File: config.mk
export PLATFORM = sky130hd
export DESIGN_NAME = branch_resolve_queue
export DESIGN_NICKNAME = d
export VERILOG_FILES = /design/src/rtl/branch_resolve_queue.sv
export SDC_FILE = /design/constraint.sdc
export NUM_CORES = 1
export LEC_CHECK = 0
export CAP_MARGIN = 40
export CORE_MARGIN = 2
export CORE_UTILIZATION = 44
export CTS_CLUSTER_SIZE = 30
export DETAILED_ROUTE_END_ITERATION = 8
export PLACE_DENSITY = 0.84
export SLEW_MARGIN = 0
export SYNTH_ARGS = -nofsm -noshare
export SYNTH_HDL_FRONTEND = slang
export SYNTH_SLANG_ARGS = --single-unit
File: constraint.sdc
create_clock -name clk -period 3.2 [get_ports clk]
set_clock_uncertainty 0.1 [all_clocks]
set_input_delay 0.32 -clock clk [delete_from_list [all_inputs] [get_ports clk]]
set_output_delay 0.32 -clock clk [all_outputs]
set_load 0.02 [all_outputs]
File: src/rtl/branch_resolve_queue.sv
// In-order queue of branch predictions that pairs each one with its resolved outcome and drives predictor training.
// Optional statistics counters are enabled by defining BRQ_STATS_EN.
module branch_resolve_queue #(
    parameter int DEPTH = 4,
    parameter int PTR_W = 2,
    parameter int CNT_W = 16
) (
    input  logic             clk,
    input  logic             rst_n,
    input  logic             pred_valid_i,
    input  logic             pred_taken_i,
    output logic             pred_ready_o,
    input  logic             res_valid_i,
    input  logic             res_taken_i,
    output logic             upd_valid_o,
    output logic             upd_taken_o,
    output logic             mispredict_o,
    output logic [PTR_W:0]   occupancy_o,
    output logic             err_orphan_o,
    output logic [CNT_W-1:0] resolved_cnt_o,
    output logic [CNT_W-1:0] mispred_cnt_o
);

    logic [DEPTH-1:0] entry_q;
    logic [PTR_W-1:0] wr_ptr_q, wr_ptr_d;
    logic [PTR_W-1:0] rd_ptr_q, rd_ptr_d;
    logic [PTR_W:0]   occ_q, occ_d;
    logic             upd_valid_q, upd_taken_q, mispredict_q, err_orphan_q;
    logic             upd_taken_d, err_orphan_d;
    logic             full, push, pop, miss, orphan;

    assign full   = (occ_q == (PTR_W+1)'(DEPTH));
    assign push   = pred_valid_i & ~full;
    assign pop    = res_valid_i & (occ_q != '0);
    assign miss   = pop & (entry_q[rd_ptr_q] != res_taken_i);
    assign orphan = res_valid_i & (occ_q == '0);

    always_comb begin
        wr_ptr_d     = wr_ptr_q;
        rd_ptr_d     = rd_ptr_q;
        occ_d        = occ_q;
        upd_taken_d  = upd_taken_q;
        err_orphan_d = err_orphan_q | orphan;
        if (pop) begin
            upd_taken_d = res_taken_i;
        end
        if (miss) begin
            // a mispredict squashes every younger entry, including one arriving this cycle
            rd_ptr_d = wr_ptr_q;
            occ_d    = '0;
        end else begin
            wr_ptr_d = wr_ptr_q + PTR_W'(push);
            rd_ptr_d = rd_ptr_q + PTR_W'(pop);
            occ_d    = occ_q + (PTR_W+1)'(push) - (PTR_W+1)'(pop);
        end
    end

    always_ff @(posedge clk or negedge rst_n) begin
        if (!rst_n) begin
            wr_ptr_q     <= '0;
            rd_ptr_q     <= '0;
            occ_q        <= '0;
            upd_valid_q  <= 1'b0;
            upd_taken_q  <= 1'b0;
            mispredict_q <= 1'b0;
            err_orphan_q <= 1'b0;
        end else begin
            wr_ptr_q     <= wr_ptr_d;
            rd_ptr_q     <= rd_ptr_d;
            occ_q        <= occ_d;
            upd_valid_q  <= pop;
            upd_taken_q  <= upd_taken_d;
            mispredict_q <= miss;
            err_orphan_q <= err_orphan_d;
        end
    end

    // storage is intentionally not reset; occupancy decides what is valid
    always_ff @(posedge clk) begin
        if (push && !miss) begin
            entry_q[wr_ptr_q] <= pred_taken_i;
        end
    end

`ifdef BRQ_STATS_EN
    logic [CNT_W-1:0] resolved_cnt_q, mispred_cnt_q;

    always_ff @(posedge clk or negedge rst_n) begin
        if (!rst_n) begin
            resolved_cnt_q <= '0;
            mispred_cnt_q  <= '0;
        end else begin
            if (pop && (resolved_cnt_q != '1)) begin
                resolved_cnt_q <= resolved_cnt_q + 1'b1;
            end
            if (miss && (mispred_cnt_q != '1)) begin
                mispred_cnt_q <= mispred_cnt_q + 1'b1;
            end
        end
    end

    assign resolved_cnt_o = resolved_cnt_q;
    assign mispred_cnt_o  = mispred_cnt_q;
`else
    assign resolved_cnt_o = '0;
    assign mispred_cnt_o  = '0;
`endif

    assign pred_ready_o = ~full;
    assign upd_valid_o  = upd_valid_q;
    assign upd_taken_o  = upd_taken_q;
    assign mispredict_o = mispredict_q;
    assign occupancy_o  = occ_q;
    assign err_orphan_o = err_orphan_q;

endmodule
==> results of run 1 <==
==> power by group through the flow <==
stage / Sequential (µW) / Clock [µW] / Combinational, µW
floorplan: 372 / 0 / 374
global placement: 350 / 0 / 488
detailed placement: 357 / 0 / 515
CTS: 353 / 108 / 516
global route: 368 / 115 / 562
finish: 354 / 105 / 514
==> metal layers <==
| layer | GRT usage [%] | share of wire, % |
|---|---|---|
| met5 | 0 | 0 |
| met3 | 1.714 | 5.0 |
| met2 | 21.31 | 51 |
| met1 | 15.32 | 42 |
| met4 | 7.692 | 2.2 |
==> through the flow <==
step | total power (µW) | cells | hold slack (ps) | util [%]
2_1_floorplan | 745.3 | 133 | -75.59 | -
3_3_place_gp | 838.5 | 139 | 344.8 | 47.62
3_5_place_dp | 871.9 | 139 | 356.1 | 47.62
4_1_cts | 977.8 | 143 | 280.9 | 48.81
5_1_grt | 1045 | 143 | 305.2 | 48.81
6_report | 972.1 | 143 | 269.7 | 48.81
==> sequential cells by signal, indices dropped and copies added, names as in the netlist <==
name and count:
err_orphan_o 1, upd_taken_o 1, rd_ptr_q 2, occupancy_o 3, entry_q 4, mispredict_o 1, wr_ptr_q 2, upd_valid_o 1
==> final cells by class <==
class / instances / area share [%]
Tap cell: 28 / 3.244
Inverter: 3 / 1.043
Multi-Input combinational cell: 80 / 44.61
Timing Repair Buffer: 13 / 12.05
Sequential cell: 15 / 36.62
Clock buffer: 4 / 2.433
==> kinds of logic after synthesis <==
group	after synthesis	share of synthesized area, %
flip-flops	15	38.58
other	1	0.3659
XOR/XNOR	6	5.128
adder cells (fa/ha/maj)	3	4.395
buffers and inverters	38	25.76
AND/OR/NAND/NOR	27	14.16
multiplexers	6	6.838
AO/OA/AOI/OAI	6	4.762
==> how the worst max path moves through the flow <==
stage	from	endpoint	slack [ps]	cells past startpoint
after floorplan	occupancy_o[1]	occupancy_o[2]	900	11
after global placement	res_valid_i	occupancy_o[2]	840	9
after detailed placement	res_valid_i	occupancy_o[2]	780	9
after CTS	occupancy_o[1]	occupancy_o[2]	800	9
after global routing	occupancy_o[1]	occupancy_o[2]	590	9
final	occupancy_o[1]	occupancy_o[2]	800	9
==> Yosys cell counts, types with 2 or more instances <==
library cell                n  area, µm²
sky130_fd_sc_hd__buf_4     32      240.2
sky130_fd_sc_hd__dfrtp_1   11      275.3
sky130_fd_sc_hd__nand2_1    9      33.78
sky130_fd_sc_hd__nor2_1     6      22.52
sky130_fd_sc_hd__xnor2_1    5      43.79
sky130_fd_sc_hd__edfxtp_1   4      120.1
sky130_fd_sc_hd__mux2i_1    4      40.04
sky130_fd_sc_hd__inv_1      3      11.26
sky130_fd_sc_hd__clkbuf_1   2      7.510
sky130_fd_sc_hd__ha_1       2      25.02
sky130_fd_sc_hd__mux2_4     2      30.03
sky130_fd_sc_hd__nand2b_1   2      12.51
sky130_fd_sc_hd__nor2b_1    2      12.51
sky130_fd_sc_hd__nor3_1     2      10.01
sky130_fd_sc_hd__nor4b_1    2      17.52
==> results.sh, run 1 <==
export IMPL_fillers=216
export IMPL_cts_root_buffer_cell="sky130_fd_sc_hd__clkbuf_4"
export IMPL_finalWirelength_mm=1.528
export IMPL_final_max_slew_violation_count=0
export IMPL_drive_gt1_share_pct=6.087
export IMPL_io_pin_count=46
export IMPL_timing_reg2reg_worst_path_depth=9
export IMPL_n_antenna_cell=0
export IMPL_switching_share_pct=41.85
export IMPL_antenna_found_initial=0
export IMPL_most_common_layout_cells="sky130_fd_sc_hd__conb_1, sky130_fd_sc_hd__clkdlybuf4s50_1, sky130_fd_sc_hd__dfrtp_1"
export IMPL_tritoncts_clock_tree="yes"
export IMPL_first_pass_iteration_count_of_the_detailed_router=2
export IMPL_cts_hold_repair_buffers=0
export IMPL_comb_power_share_pct=52.9
export IMPL_initial_core_util_pct=46.32
export IMPL_switchingPower_uw=406.8
export IMPL_overall_overflow_remaining_after_global_route=0
export IMPL_sequential_cell_area_um2=395.4
export IMPL_async_reset_ff_share_pct=73.33
export IMPL_crit_path_cell_trace="nor3_1, nand2b_1, xnor2_1, ha_1, inv_1, fa_1, xor2_1, xnor2_1, nor2_1"
export IMPL_area_growth_syn_to_layout_pct=5.373
export IMPL_hpwl_mm=1.202
export IMPL_worstSkewPairLatency_ps=270
export IMPL_postSynthRegisterBits=15
export IMPL_vdd_ir_drop_worst_mv=0.4079
export IMPL_fp_dieH_um=52.26
export IMPL_clock_power_share_pct=10.8
export IMPL_post_place_ws_ps=782.2
export IMPL_internal_power_uw=565.3
export IMPL_postLayoutCellArea_mm2=0.001080
export IMPL_clockBufferDepth=2
export IMPL_worst_setup_path_end_kind="flop"
export IMPL_yosys_most_used_dff="sky130_fd_sc_hd__dfrtp_1"
export IMPL_max_freq_mhz=416.7
export IMPL_cell_area_power_density_mw_per_mm2=900.3
export IMPL_worst_setup_path_start_kind="flop"
export IMPL_multi_input_comb_area_um2=481.7
export IMPL_critical_path_arrival_ps=2450
export IMPL_drtAntennaViolNets=0
export IMPL_final_critical_path_setup_slack_ps=800.4
export IMPL_grt_first_pass_wirelength_mm=2.490
export IMPL_drt_vias_per_instance=4.329
export IMPL_synth_enable_flop_cells=4
export IMPL_grt_total_usage_pct=12.69
export IMPL_routed_wire_length_per_instance_um=10.69
export IMPL_cts_htree_levels=1
export IMPL_place_port_buffers=13
export IMPL_worst_path_max_fanout=7
export IMPL_netlist_area_mm2=0.001025
export IMPL_cts_resized_gates=0
export IMPL_crit_path_top_cell_by_count="sky130_fd_sc_hd__xnor2_1"
export IMPL_std_cell_rows=17
export IMPL_worst_setup_hold_path_clk_slew_ps=90
export IMPL_fin_crit_sh_pct=74.99
export IMPL_critical_path_reg2reg_startpoint="occupancy_o[1]"
export IMPL_placement_cell_area_mm2=0.001054
export IMPL_worst_r2r_endpoint="occupancy_o[2]"
export IMPL_clock_sink_count=15
export IMPL_layout_commonest_cell="sky130_fd_sc_hd__conb_1"
export IMPL_die_width_um=52.26
export IMPL_timing_final_hold_violations=0
export IMPL_syn_avg_cell_area_um2=10.05
export IMPL_slowest_stage="sky130_fd_sc_hd__dfrtp_1"
export IMPL_power_static_leakage_uw=0.0005018
export IMPL_period_needed_ps=2400
export IMPL_dr_first_iter_drc_count=4
export IMPL_tritoncts_num_buffers=3
export IMPL_synth_yosys_warnings=0
export IMPL_power_share_sequential_pct=36.4
export IMPL_cpLargestDelayFamily="simple AND/OR/NAND/NOR gates"
export IMPL_via_count_of_the_first_global_routing_pass=561
export IMPL_critPathRequiredTime_ps=3250
export IMPL_final_nets=125
export IMPL_drv_max_cap_violation_count=0
export IMPL_finalSetupTns_ps=0
export IMPL_drc=0
export IMPL_dieArea_mm2=0.002731
export IMPL_floorplan_core_area_mm2=0.002212
export IMPL_grt_max_degree=12
export IMPL_setup_viol=0
export IMPL_synth_sequential_area_ratio_pct=38.58
export IMPL_routabilityCongestion=0.7940
export IMPL_criticalPathCategory="flop to flop"
export IMPL_dr_total_vias=619
export IMPL_path_buf_inv=1
export IMPL_outcome="complete, no violations"
export IMPL_synthDistinctLibCells=29
export IMPL_cpPeakStageDelay_ps=460
export IMPL_min_path_type="input port to async pin"
export IMPL_post_cts_setup_buffers=0
export IMPL_postSynthCellCount=102
export IMPL_grt_setup_unrepaired="false"
export IMPL_r2r_setup_slack_ps=800
No activity file was read; power rests on OpenSTA's default activity.
==> run 2, diff against run 1 <==
--- a/config.mk
+++ b/config.mk
@@ -7,10 +7,10 @@
 export LEC_CHECK = 0
 export CAP_MARGIN = 40
 export CORE_MARGIN = 2
-export CORE_UTILIZATION = 44
+export CORE_UTILIZATION = 41
 export CTS_CLUSTER_SIZE = 30
 export DETAILED_ROUTE_END_ITERATION = 8
-export PLACE_DENSITY = 0.84
+export PLACE_DENSITY = 0.79
 export SLEW_MARGIN = 0
 export SYNTH_ARGS = -nofsm -noshare
 export SYNTH_HDL_FRONTEND = slang
==> constraint.sdc (replaced) <==
create_clock -name clk -period 2.4 [get_ports clk]
set_clock_uncertainty 0.1 [all_clocks]
set_input_delay 0.24 -clock clk [delete_from_list [all_inputs] [get_ports clk]]
set_output_delay 0.24 -clock clk [all_outputs]
set_load 0.02 [all_outputs]
==> run 2 against run 1 <==
Utilization down 2.4 points; clock-buffer cell count shrank 1; total power up 40%; sequential power rose by 33%; non-clock buffer count rose by 4; via count fell by 0.16%; routed wire length increased by 4.2%.
==> results.sh, run 2 (synthesis results as in run 1) <==
export IMPL_n_antenna_cell=0
export IMPL_drv_max_cap_violation_count=0
export IMPL_drive_gt1_share_pct=13.45
export IMPL_critPathRequiredTime_ps=2480
export IMPL_min_path_type="input port to async pin"
export IMPL_grt_max_degree=12
export IMPL_finalCoreUtilization_pct=46.45
export IMPL_worst_path_max_fanout=5
export IMPL_power_uw=1366
export IMPL_tritoncts_clock_tree="yes"
export IMPL_die_width_um=54.00
export IMPL_most_common_layout_cells="sky130_fd_sc_hd__conb_1, sky130_fd_sc_hd__clkdlybuf4s50_1, sky130_fd_sc_hd__dfrtp_1"
export IMPL_drt_vias_per_instance=4.148
export IMPL_area_growth_syn_to_layout_pct=10.26
export IMPL_grt_first_pass_wirelength_mm=2.415
export IMPL_dieArea_mm2=0.002915
export IMPL_finalSetupTns_ps=0
export IMPL_final_nets=129
export IMPL_initial_core_util_pct=42.13
export IMPL_worstSkewPairLatency_ps=280
export IMPL_setup_viol=0
export IMPL_grt_total_usage_pct=12.26
export IMPL_largest_register_ffs=4
export IMPL_cts_htree_levels=1
export IMPL_period_needed_ps=2237
export IMPL_outcome="complete, no violations"
export IMPL_cts_hold_repair_buffers=0
export IMPL_critical_path_arrival_ps=2320
export IMPL_clockBufferDepth=2
export IMPL_hold_slack_ps=174.4
export IMPL_cell_area_power_density_mw_per_mm2=1209
export IMPL_r2r_setup_slack_ps=160
export IMPL_tritoncts_num_buffers=3
export IMPL_vdd_ir_drop_worst_mv=0.6532
export IMPL_post_place_ws_ps=79.68
export IMPL_top_register_by_number_of_flip_flops="entry_q"
export IMPL_dr_total_vias=618
export IMPL_drc=0
export IMPL_routabilityCongestion=0.8220
export IMPL_final_max_slew_violation_count=0
export IMPL_fillers=245
export IMPL_max_freq_mhz=447.0
export IMPL_worst_setup_path_end_kind="flop"
export IMPL_finalWirelength_mm=1.592
export IMPL_worst_setup_hold_path_clk_slew_ps=90
export IMPL_grt_setup_unrepaired="false"
export IMPL_layout_commonest_cell="sky130_fd_sc_hd__conb_1"
export IMPL_worst_setup_path_start_kind="flop"
export IMPL_io_pin_count=46
export IMPL_overall_overflow_remaining_after_global_route=0
export IMPL_antenna_found_initial=0
export IMPL_floorplan_core_area_mm2=0.002432
export IMPL_cts_root_buffer_cell="sky130_fd_sc_hd__clkbuf_4"
export IMPL_hpwl_mm=1.260
export IMPL_drtAntennaViolNets=0
export IMPL_dr_first_iter_drc_count=5
export IMPL_final_critical_path_setup_slack_ps=162.8
export IMPL_fin_crit_sh_pct=93.22
export IMPL_place_port_buffers=13
export IMPL_power_static_leakage_uw=0.0005254
export IMPL_first_pass_iteration_count_of_the_detailed_router=4
export IMPL_routed_wire_length_per_instance_um=10.68
export IMPL_via_count_of_the_first_global_routing_pass=516
export IMPL_criticalPathCategory="flop to flop"
export IMPL_fp_dieH_um=54.00
export IMPL_timing_final_hold_violations=0
export IMPL_clock_sink_count=15
export IMPL_std_cell_rows=18
run 2: final timing paths:
path,startpoint,cells past startpoint,to
max in group asynchronous,rst_n,1,occupancy_o[1]
hold reg to reg,err_orphan_o,1,err_orphan_o
min in group clk,err_orphan_o,1,err_orphan_o
setup reg to reg,occupancy_o[1],11,occupancy_o[2]
hold / removal,rst_n,1,rd_ptr_q[0]
setup / recovery,occupancy_o[1],11,occupancy_o[2]
run 2: per-layer routing:
| layer | global-route usage (%) | up-vias | wire, µm |
|---|---|---|---|
| met5 | 0 | - | 0 |
| met1 | 15.36 | 290 | 626 |
| met4 | 10.00 | 0 | 38 |
| li1 | - | 301 | - |
| met2 | 19.31 | 23 | 856 |
| met3 | 0.8333 | 4 | 70 |
run 2: power by group:
part	total (µW)	internal [µW]	switching, µW
Combinational	749	371	378
Sequential	472	363	110
Clock	144	61.9	82.5
Total	1370	795	570
run 2: critical path, stage by stage, from the launching register on:
cell and delay [ps]:
sky130_fd_sc_hd__dfrtp_2 450, sky130_fd_sc_hd__nor2_1 120, sky130_fd_sc_hd__nand2_1 90, sky130_fd_sc_hd__nand2_2 130
sky130_fd_sc_hd__inv_1 90, sky130_fd_sc_hd__xnor2_1 160, sky130_fd_sc_hd__ha_1 160, sky130_fd_sc_hd__inv_1 50
sky130_fd_sc_hd__fa_1 420, sky130_fd_sc_hd__xor2_2 180, sky130_fd_sc_hd__xnor2_1 140, sky130_fd_sc_hd__nor2_1 60
run 2: what timing repair did:
| item | 4_1_cts | 5_1_grt |
|---|---|---|
| endpoints found under the hold margin | 0 | 0 |
| gates resized for setup | 0 | 4 |
| setup endpoints to repair | 0 | 1 |
| setup buffers | 0 | 2 |
run 2: cell type report:
| type | count | area, µm² | area share (%) |
|---|---|---|---|
| Multi-Input combinational cell | 80 | 496.7 | 43.96 |
| Sequential cell | 15 | 396.6 | 35.11 |
| Timing Repair Buffer | 17 | 160.2 | 14.18 |
| Tap cell | 30 | 37.54 | 3.322 |
| Clock buffer | 3 | 22.52 | 1.993 |
| Inverter | 3 | 11.26 | 0.9967 |
| Clock inverter | 1 | 5.005 | 0.4430 |
run 2: through the flow:
step | instances | instance area, µm²
final | 149 | 1130
after global routing | 149 | 1130
after CTS | 147 | 1099
after detailed placement | 143 | 1071
after global placement | 143 | 1071
after floorplan | 133 | 1141
==> run 3, diff against run 2 <==
--- a/config.mk
+++ b/config.mk
@@ -11,7 +11,6 @@
 export CTS_CLUSTER_SIZE = 30
 export DETAILED_ROUTE_END_ITERATION = 8
 export PLACE_DENSITY = 0.79
-export SLEW_MARGIN = 0
 export SYNTH_ARGS = -nofsm -noshare
 export SYNTH_HDL_FRONTEND = slang
 export SYNTH_SLANG_ARGS = --single-unit
==> results of run 3 <==
The final DEF is identical to that of run 2; final timing and power are the same.
